<file path="config.mk">
export PLATFORM = sky130hd
export DESIGN_NAME = alu_issue_stage
export DESIGN_NICKNAME = d
export VERILOG_FILES = /design/src/rtl/alu_issue_stage.sv
export SDC_FILE = /design/constraint.sdc
export NUM_CORES = 1
export LEC_CHECK = 0
export CORE_UTILIZATION = 42
export DETAILED_ROUTE_END_ITERATION = 10
export GPL_ROUTABILITY_DRIVEN = 0
export PLACE_DENSITY = 0.85
export SLEW_MARGIN = 20
export SYNTH_ARGS = -nofsm -noshare
export SYNTH_HDL_FRONTEND = slang
export SYNTH_SLANG_ARGS = --single-unit
</file>
<file path="constraint.sdc">
create_clock -name clk_i -period 7 [get_ports clk_i]
set_input_delay 2.1 -clock clk_i [delete_from_list [all_inputs] [get_ports clk_i]]
set_output_delay 2.1 -clock clk_i [all_outputs]
set_load 0.02 [all_outputs]
</file>
<file path="src/rtl/alu_issue_stage.sv">
// RV32I decode/issue stage: decodes one instruction into ALU operands and control bits
// and holds the result in a single-entry valid/ready pipeline register toward execute.
package riscv_pkg;
  typedef enum logic [1:0] {
    ALU_ADD = 2'd0,
    ALU_SUB = 2'd1,
    ALU_AND = 2'd2,
    ALU_OR  = 2'd3
  } alu_op_t;
endpackage

module alu_issue_stage #(
  parameter int WORD_SIZE = 32
) (
  input  logic                 clk_i,
  input  logic                 rst_i,
  input  logic                 inst_valid_i,
  output logic                 inst_ready_o,
  input  logic [31:0]          inst_i,
  input  logic [WORD_SIZE-1:0] rs1_data_i,
  input  logic [WORD_SIZE-1:0] rs2_data_i,
  input  logic                 flush_i,
  output logic                 ex_valid_o,
  input  logic                 ex_ready_i,
  output riscv_pkg::alu_op_t   alu_op_o,
  output logic [WORD_SIZE-1:0] A_o,
  output logic [WORD_SIZE-1:0] B_o,
  output logic [WORD_SIZE-1:0] store_data_o,
  output logic [4:0]           rd_o,
  output logic                 reg_write_o,
  output logic                 mem_read_o,
  output logic                 mem_write_o,
  output logic                 branch_o,
  output logic                 branch_ne_o,
  output logic                 illegal_o
);
  import riscv_pkg::*;

  localparam logic [6:0] OP_R      = 7'b0110011;
  localparam logic [6:0] OP_IMM    = 7'b0010011;
  localparam logic [6:0] OP_LOAD   = 7'b0000011;
  localparam logic [6:0] OP_STORE  = 7'b0100011;
  localparam logic [6:0] OP_BRANCH = 7'b1100011;

  typedef struct packed {
    alu_op_t              op;
    logic [WORD_SIZE-1:0] a;
    logic [WORD_SIZE-1:0] b;
    logic [WORD_SIZE-1:0] store_data;
    logic [4:0]           rd;
    logic                 reg_write;
    logic                 mem_read;
    logic                 mem_write;
    logic                 branch;
    logic                 branch_ne;
    logic                 illegal;
  } issue_t;

  logic [6:0] opcode;
  logic [2:0] funct3;
  logic [6:0] funct7;
  logic [WORD_SIZE-1:0] imm_i;
  logic [WORD_SIZE-1:0] imm_s;

  assign opcode = inst_i[6:0];
  assign funct3 = inst_i[14:12];
  assign funct7 = inst_i[31:25];
  assign imm_i  = {{(WORD_SIZE-12){inst_i[31]}}, inst_i[31:20]};
  assign imm_s  = {{(WORD_SIZE-12){inst_i[31]}}, inst_i[31:25], inst_i[11:7]};

  issue_t dec;
  issue_t entry_d, entry_q;
  logic   valid_d, valid_q;
  logic   accept;

  // NOTE: every field gets a default before the case so no path leaves a latch behind.
  always_comb begin
    dec    = '0;
    dec.op = ALU_ADD;
    dec.rd = inst_i[11:7];
    unique case (opcode)
      OP_R: begin
        dec.a         = rs1_data_i;
        dec.b         = rs2_data_i;
        dec.reg_write = 1'b1;
        case ({funct7, funct3})
          {7'b0000000, 3'b000}: dec.op = ALU_ADD;
          {7'b0100000, 3'b000}: dec.op = ALU_SUB;
          {7'b0000000, 3'b111}: dec.op = ALU_AND;
          {7'b0000000, 3'b110}: dec.op = ALU_OR;
          default:              dec.illegal = 1'b1;
        endcase
      end
      OP_IMM: begin
        dec.a         = rs1_data_i;
        dec.b         = imm_i;
        dec.reg_write = 1'b1;
        case (funct3)
          3'b000:  dec.op = ALU_ADD;
          3'b111:  dec.op = ALU_AND;
          3'b110:  dec.op = ALU_OR;
          default: dec.illegal = 1'b1;
        endcase
      end
      OP_LOAD: begin
        dec.a         = rs1_data_i;
        dec.b         = imm_i;
        dec.mem_read  = 1'b1;
        dec.reg_write = 1'b1;
        dec.illegal   = (funct3 != 3'b010);
      end
      OP_STORE: begin
        dec.a          = rs1_data_i;
        dec.b          = imm_s;
        dec.store_data = rs2_data_i;
        dec.mem_write  = 1'b1;
        dec.illegal    = (funct3 != 3'b010);
      end
      OP_BRANCH: begin
        dec.op        = ALU_SUB;
        dec.a         = rs1_data_i;
        dec.b         = rs2_data_i;
        dec.branch    = 1'b1;
        dec.branch_ne = funct3[0];
        dec.illegal   = (funct3[2:1] != 2'b00);
      end
      default: dec.illegal = 1'b1;
    endcase

    // Illegal entries pass through inert; x0 is never a write target.
    if (dec.illegal) begin
      dec            = '0;
      dec.op         = ALU_ADD;
      dec.rd         = inst_i[11:7];
      dec.illegal    = 1'b1;
    end
    if (dec.rd == 5'd0) dec.reg_write = 1'b0;
  end

  assign inst_ready_o = !flush_i && (!valid_q || ex_ready_i);
  assign accept       = inst_valid_i && inst_ready_o;

  always_comb begin
    valid_d = valid_q;
    entry_d = entry_q;
    if (flush_i) begin
      valid_d = 1'b0;
    end else if (accept) begin
      valid_d = 1'b1;
      entry_d = dec;
    end else if (ex_ready_i) begin
      valid_d = 1'b0;
    end
  end

  // NOTE: state registers use non-blocking assignments so every flop samples pre-edge values.
  always_ff @(posedge clk_i) begin
    if (rst_i) begin
      valid_q    <= 1'b0;
      entry_q    <= '0;
      entry_q.op <= ALU_ADD;
    end else begin
      valid_q <= valid_d;
      entry_q <= entry_d;
    end
  end

  assign ex_valid_o   = valid_q;
  assign alu_op_o     = entry_q.op;
  assign A_o          = entry_q.a;
  assign B_o          = entry_q.b;
  assign store_data_o = entry_q.store_data;
  assign rd_o         = entry_q.rd;
  assign reg_write_o  = entry_q.reg_write;
  assign mem_read_o   = entry_q.mem_read;
  assign mem_write_o  = entry_q.mem_write;
  assign branch_o     = entry_q.branch;
  assign branch_ne_o  = entry_q.branch_ne;
  assign illegal_o    = entry_q.illegal;

endmodule

</file>
# Yosys cells after proc, flatten, opt, wreduce, memory -nomap -nowiden
# Index checks and enable logic that the tools add are counted.
# Widths: inputs -> output; s select.
# classes
mux	16
bitwise_logic	1
n_eq_ne	11
n_reduce_logical	18
# ops
operator	count
$pmux 64 s3	1
$mux 109	1
$mux 32	1
$eq 10x3->1 const B	2
$eq 7x6->1 const B	2
$pmux 2 s3	2
$eq 10x9->1 const B	1
$logic_not 10->1	1
$mux 1	8
$reduce_or 2->1	4
$eq 7x2->1 const B	1
$eq 7x5->1 const B	1
$eq 7x7->1 const B	1
$eq 3x3->1 const B	2
$reduce_or 3->1	2
$logic_not 5->1	1
$pmux 1 s4	1
$pmux 2 s2	1
$reduce_bool 2->1	2
$reduce_or 4->1	1
$logic_not 3->1	1
$ne 3x2->1 const B	1
$logic_and 1x1->1	2
$logic_not 1->1	2
other kinds (4)	4
# word_totals
elab_cells	58
register_bits	110
out_inout_bits	111
in_bits	101

# Longest topological paths before layout
# Gate-level depths: netlist of the first run.
# logic_depth
depth_word	7
ltp_mapped	8
ltp_nobuf	5

# Least setup slack after synthesis of the first run
# Ideal clock, no wire load.
# synth_path
path_type	input-to-output
startpoint	in ex_ready_i
endpoint	out inst_ready_o
setup_slack_ps	2402
path_stages	2
arrival_ps	2498
cell_sequence	nor2b_1 > nor2_1
# synth_between
elab_chain_cells	2
# synth_lines
element	line	source
from (decl)	24	input logic ex_ready_i,
$logic_or 1x1->1	140	assign inst_ready_o = !flush_i && (!valid_q || ex_ready_i);
$logic_and 1x1->1	140	
to (decl)	18	output logic inst_ready_o,
# No other way between the ends.

# Worst setup path in the final report of the first run
# Ends and elaborated chain as after synthesis.

==> run_results.csv, run 1 <==
group,metric,value,unit
worst_hold_path,hp-class,"flop to flop",
synth,yosys_warnings,0,
timing,period_share,0.809,
synth,yosysTopAreaCell,"dfxtp_1",
synth,synth_cell_types,43,
critical_path,worstPathRequired,4.90,ns
synth,syn-cell-area,3990,um2
placement,io_buffers,206,
floorplan,rows,35,
floorplan,die_height,99.4,um
cts,insertion_delay,0.35,ns
layout,fillers,704,
synth,ys.flop_type,"dfxtp_1",
synth,synth-seq-area-share,0.552,
global_route,antenna_found_initial,0,
global_route,grt_pass1_wl,18700,um
timing,min_period,5.66,ns
synth,syn_inst,390,
layout,multi_input_area,1630,um2
global_route,grt_use_total,0.240,
layout,seq_area,2200,um2
global_route,grt_max_degree,72,
placement,post_dp_cell_area,6110,um2
timing,finalHoldViolations,0,
critical_path,critical-path-slowest-cell,"clkdlybuf4s50_1",
cts,post_cts_buffers,0,
timing,fin_ws,1.34,ns
pwr,vdd_drop_max,119,uV
timing,hold-worst-slack,0.451,ns
cts,cts_buffers,9,
critical_path,crit_path_end,"inst_ready_o",
floorplan,core_area,9240,um2
synth,yosysMostFrequentCell,"dfxtp_1",
timing,slew_headroom,0.433,
layout,diodes,0,
critical_path,endpoint_kind,"output pin",
cts,ctsLongestPathBuffers,2,
drt,routed_wl,12100,um
timing,max_freq,0.177,GHz
timing,slew_viol_final,0,
synth,syn_nets,491,
cts,clock_sinks,110,
cts,htreeDepth,3,
placement,dp_hpwl,8780,um
critical_path,crit_buf_inv,2,
critical_path,crit_cells,4,
drt,vias_per_cell,5.32,
critical_path,r2r_slack,4.54,ns
layout,synthToLayoutAreaGrowth,57.9,%
synth,async_flop_share,0,
critical_path,cpMostUsedCell,"clkdlybuf4s50_1",
drt,drc,0,
critical_path,crit_family,"buffers and inverters",
critical_path,cp.arrival,3.56,ns
cts,clk_pin_slew,0.10,ns
critical_path,reg2regPathDepth,5,
global_route,grt.overflow.total,0,
cts,cts_hold_buf,0,
synth,synth_edf_count,0,
drt,vias,3782,
layout,final_nets,681,
critical_path,critPathLaunch,"ex_ready_i",
synth,synth.ff_latch_count,110,
drt,ant_nets,0,
timing,grt_setup_unrepaired,"false",
critical_path,crit_chain,"clkdlybuf4s50_1 > nor2b_1 > nor2_1 > clkdlybuf4s50_1",
critical_path,crit_path_start_kind,"input pin",
timing,finalSetupTns,0,ns
timing,finalSetupViolations,0,
critical_path,crit_type,"input pin to output pin",
cts,cts_root_buffer,"clkbuf_8",
run_status,status,"finished clean",
synth,syn_area_per_cell,10.2,um2
floorplan,dieArea,9890,um2
pwr,powerDensity,176,nW/um2
run,maxCapViolCount,0,
critical_path,reg2reg_to,"store_data_o[30]",
placement,place_worst_setup_slack,1.34,ns
cts,cts_tree,"yes",
cts,ctsResizeCount,0,
critical_path,r2r_start,"ex_valid_o",
layout,drive_gt1_frac,0.0447,
timing,clock_skew,0.0101,ns
synth,synth_commonest_cells,"110 x dfxtp_1, 65 x a22o_1, 39 x nand2_1",
global_route,grt_pass1_vias,3730,
pwr,p_leak,0.00224,uW
pwr,total_power,1110,uW
drt,dr.pass1.iters,4,
critical_path,cp_max_fo,3,
critical_path,worst_path_largest_cell_delay,0.68,ns
synth,yosysTopAreaCellShare,0.552,
drt,route.detailed.wl_per_inst,17.0,um
timing,tightest_slew,0.845,ns
floorplan,die_w,99.4,um
floorplan,num_io_pins,212,
synth,synth_top_cells_by_area,"dfxtp_1 55%, a22o_1 14%, o21ai_0 4.6%",
layout,stdcell_area,6300,um2
drt,drt_iter0_drc,125,
floorplan,initial_core_util,0.432,
## metal layers
layer / track usage / up-vias / wire [um]
li1: - / 1812 / -
met1: 0.289 / 1806 / 5050
met2: 0.414 / 146 / 6050
met3: 0.0576 / 18 / 760
met4: 0.0905 / 0 / 221
met5: 0 / - / 0
## tightest hold or removal path, cell delays in order, from the launching register on
cell and delay (ns):
dfxtp_1 0.32, nand2_1 0.05, o21ai_1 0.05
## registers in the layout, summed over array words and instances, names as in the netlist
name,count
mem_read_o,1
branch_o,1
B_o,32
mem_write_o,1
illegal_o,1
A_o,32
store_data_o,32
reg_write_o,1
ex_valid_o,1
branch_ne_o,1
alu_op_o,2
rd_o,5
## report_power, final
part,internal (uW),switching (uW),total (uW)
sequential,627,1.09,628
combinational,60.4,45.7,106
clock,171,202,373
total,859,249,1110
## cell families (layout without fill, tap and decap cells)
| logic type | count (synthesis) | count (layout) | synth area share |
|---|---|---|---|
| AO/OA/AOI/OAI | 156 | 156 | 0.283 |
| flip-flops | 110 | 110 | 0.552 |
| AND/OR/NAND/NOR | 80 | 80 | 0.107 |
| buffers and inverters | 39 | 231 | 0.0452 |
| multiplexers | 5 | 5 | 0.0126 |
## per-stage QoR
stage,utilization,cells
floorplan,-,390
global placement,0.661,698
detailed placement,0.661,698
CTS,0.681,711
global route,0.681,711
finish,0.681,711
## placed cells by master (no fill, tap or decap), types with 2 or more instances in the layout
master	n
a211oi_1	2
a21oi_1	22
a22o_1	65
a22oi_1	11
a32oi_1	3
buf_4	3
clkbuf_8	10
clkdlybuf4s50_1	206
dfxtp_1	110
inv_1	9
mux2i_1	5
nand2_1	39
nand2b_1	3
nand3b_1	6
nor2_1	12
nor3_1	2
o21ai_0	37
o21ai_1	4
o41ai_1	2
or3_1	2
## worst min-delay path by stage
stage | startpoint | end | cells after the start
finish | B_o[15] | B_o[15] | 2
global route | B_o[17] | B_o[17] | 2
CTS | B_o[15] | B_o[15] | 2
detailed placement | B_o[15] | B_o[15] | 2
global placement | B_o[30] | B_o[30] | 2
floorplan | B_o[15] | B_o[15] | 2
## layout make-up
cell class              count  share of cell area
clock buffers              10              0.0219
clock inverters             3             0.00735
inverters                   9             0.00537
multi-input cells         241               0.259
flip-flops and latches    110               0.350
well taps                 129              0.0256
repair buffers            209               0.331
No activity file was read; power rests on OpenSTA's default activity.
==> inputs of run 2 (changes only) <==
--- a/config.mk
+++ b/config.mk
@@ -5,10 +5,10 @@
 export SDC_FILE = /design/constraint.sdc
 export NUM_CORES = 1
 export LEC_CHECK = 0
-export CORE_UTILIZATION = 42
+export CORE_UTILIZATION = 35
 export DETAILED_ROUTE_END_ITERATION = 10
 export GPL_ROUTABILITY_DRIVEN = 0
-export PLACE_DENSITY = 0.85
+export PLACE_DENSITY = 0.76
 export SLEW_MARGIN = 20
 export SYNTH_ARGS = -nofsm -noshare
 export SYNTH_HDL_FRONTEND = slang
==> constraint.sdc (replaced) <==
create_clock -name clk_i -period 4.8 [get_ports clk_i]
set_input_delay 1.44 -clock clk_i [delete_from_list [all_inputs] [get_ports clk_i]]
set_output_delay 1.44 -clock clk_i [all_outputs]
set_load 0.02 [all_outputs]
==> run_results.csv, run 2 (synthesis results as in run 1) <==
group,metric,value,unit
run_status,status,"finished clean",
cts,cts_buffers,9,
global_route,grt_pass1_vias,3669,
pwr,vdd_drop_max,286,uV
floorplan,initial_core_util,0.363,
floorplan,die_height,109,um
placement,dp_hpwl,9010,um
cts,htreeDepth,3,
timing,slew_headroom,0.455,
timing,period_share,0.906,
drt,route.detailed.wl_per_inst,17.0,um
timing,hold-worst-slack,0.457,ns
critical_path,r2r_start,"ex_valid_o",
run,maxCapViolCount,0,
floorplan,num_io_pins,212,
cts,cts_root_buffer,"clkbuf_16",
layout,diodes,0,
critical_path,r2r_slack,2.76,ns
critical_path,reg2regPathDepth,6,
drt,vias,3783,
worst_hold_path,hp-class,"flop to flop",
layout,final_nets,687,
timing,tightest_slew,0.816,ns
cts,clk_pin_slew,0.07,ns
timing,max_freq,0.230,GHz
critical_path,cp_max_fo,3,
layout,synthToLayoutAreaGrowth,62.6,%
cts,cts_hold_buf,0,
global_route,grt_use_total,0.212,
cts,ctsLongestPathBuffers,2,
timing,finalSetupTns,0,ns
timing,finalHoldViolations,0,
timing,slew_viol_final,0,
cts,ctsResizeCount,0,
timing,clock_skew,0.00798,ns
layout,layout.cells.non_filler,731,
placement,io_buffers,206,
floorplan,dieArea,11800,um2
critical_path,crit_path_start_kind,"input pin",
drt,drt_iter0_drc,206,
pwr,powerDensity,284,nW/um2
timing,grt_setup_unrepaired,"false",
critical_path,crit_type,"input pin to output pin",
global_route,grt_max_degree,48,
timing,finalSetupViolations,0,
pwr,p_leak,0.00233,uW
cts,post_cts_buffers,0,
critical_path,cp.arrival,2.91,ns
drt,vias_per_cell,5.18,
drt,drc,0,
global_route,grt_pass1_wl,19100,um
layout,final_common_cell,"clkdlybuf4s50_1",
drt,dr.pass1.iters,5,
critical_path,endpoint_kind,"output pin",
floorplan,core_area,11000,um2
layout,final_cell_mix,"206 x clkdlybuf4s50_1, 110 x dfxtp_1, 65 x a22o_1, 39 x nand2_1, 37 x o21ai_0",
critical_path,worstPathRequired,3.36,ns
drt,routed_wl,12400,um
global_route,grt.overflow.total,0,
cts,cts_tree,"yes",
floorplan,die_w,109,um
critical_path,crit_path_end,"inst_ready_o",
placement,dp.cells,715,
drt,ant_nets,0,
global_route,antenna_found_initial,0,
layout,drive_gt1_frac,0.0575,
timing,min_period,4.35,ns
pwr,total_power,1840,uW
cts,insertion_delay,0.36,ns
cts,clock_sinks,110,
floorplan,rows,38,
critical_path,critPathLaunch,"ex_ready_i",
critical_path,reg2reg_to,"store_data_o[19]",
run 2: per-layer routing:
layer	GRT usage	part of all wire	vias up
met2	0.366	0.50	154
met1	0.239	0.40	1780
met4	0.0676	0.015	0
met5	0	0	-
li1	-	-	1832
met3	0.0825	0.081	17
run 2: critical path, stage by stage:
cell,delay (ns)
clkdlybuf4s50_1,0.46
nor2b_1,0.07
nor2_1,0.27
clkdlybuf4s50_1,0.67
run 2: how the worst min path moves through the flow:
stage	from	end	slack (ns)	cells past startpoint
after CTS	B_o[15]	B_o[15]	0.46	2
after floorplan	B_o[15]	B_o[15]	0.53	2
final	B_o[15]	B_o[15]	0.46	2
after detailed placement	B_o[20]	B_o[20]	0.44	2
after global placement	B_o[17]	B_o[17]	0.44	2
after global routing	B_o[21]	B_o[21]	0.47	2
run 2: power breakdown:
| group | switching [uW] | internal (uW) |
|---|---|---|
| Combinational | 67.9 | 91.0 |
| Sequential | 1.58 | 915 |
| Clock | 357 | 411 |
run 2: layout make-up:
cell class | instances | area, um2
Fill cell | 949 | 4500
Sequential cell | 110 | 2200
Timing Repair Buffer | 215 | 2140
Multi-Input combinational cell | 241 | 1620
Clock buffer | 9 | 225
Tap cell | 140 | 175
Clock inverter | 7 | 83.8
Inverter | 9 | 33.8
run 2: stage by stage:
step           area (um2)  worst slack (ns)  utilization
3_3_place_gp         6180             0.481        0.562
6_report             6480             0.450        0.590
4_1_cts              6480             0.451        0.590
5_1_grt              6480             0.392        0.590
2_1_floorplan        3990              1.52            -
3_5_place_dp         6180             0.457        0.562
==> inputs of run 3 (changes only) <==
--- a/config.mk
+++ b/config.mk
@@ -6,6 +6,7 @@
 export NUM_CORES = 1
 export LEC_CHECK = 0
 export CORE_UTILIZATION = 35
+export CTS_CLUSTER_SIZE = 40
 export DETAILED_ROUTE_END_ITERATION = 10
 export GPL_ROUTABILITY_DRIVEN = 0
 export PLACE_DENSITY = 0.76
==> results of run 3 <==
No change in the layout: final DEF, timing and power equal those of run 2.
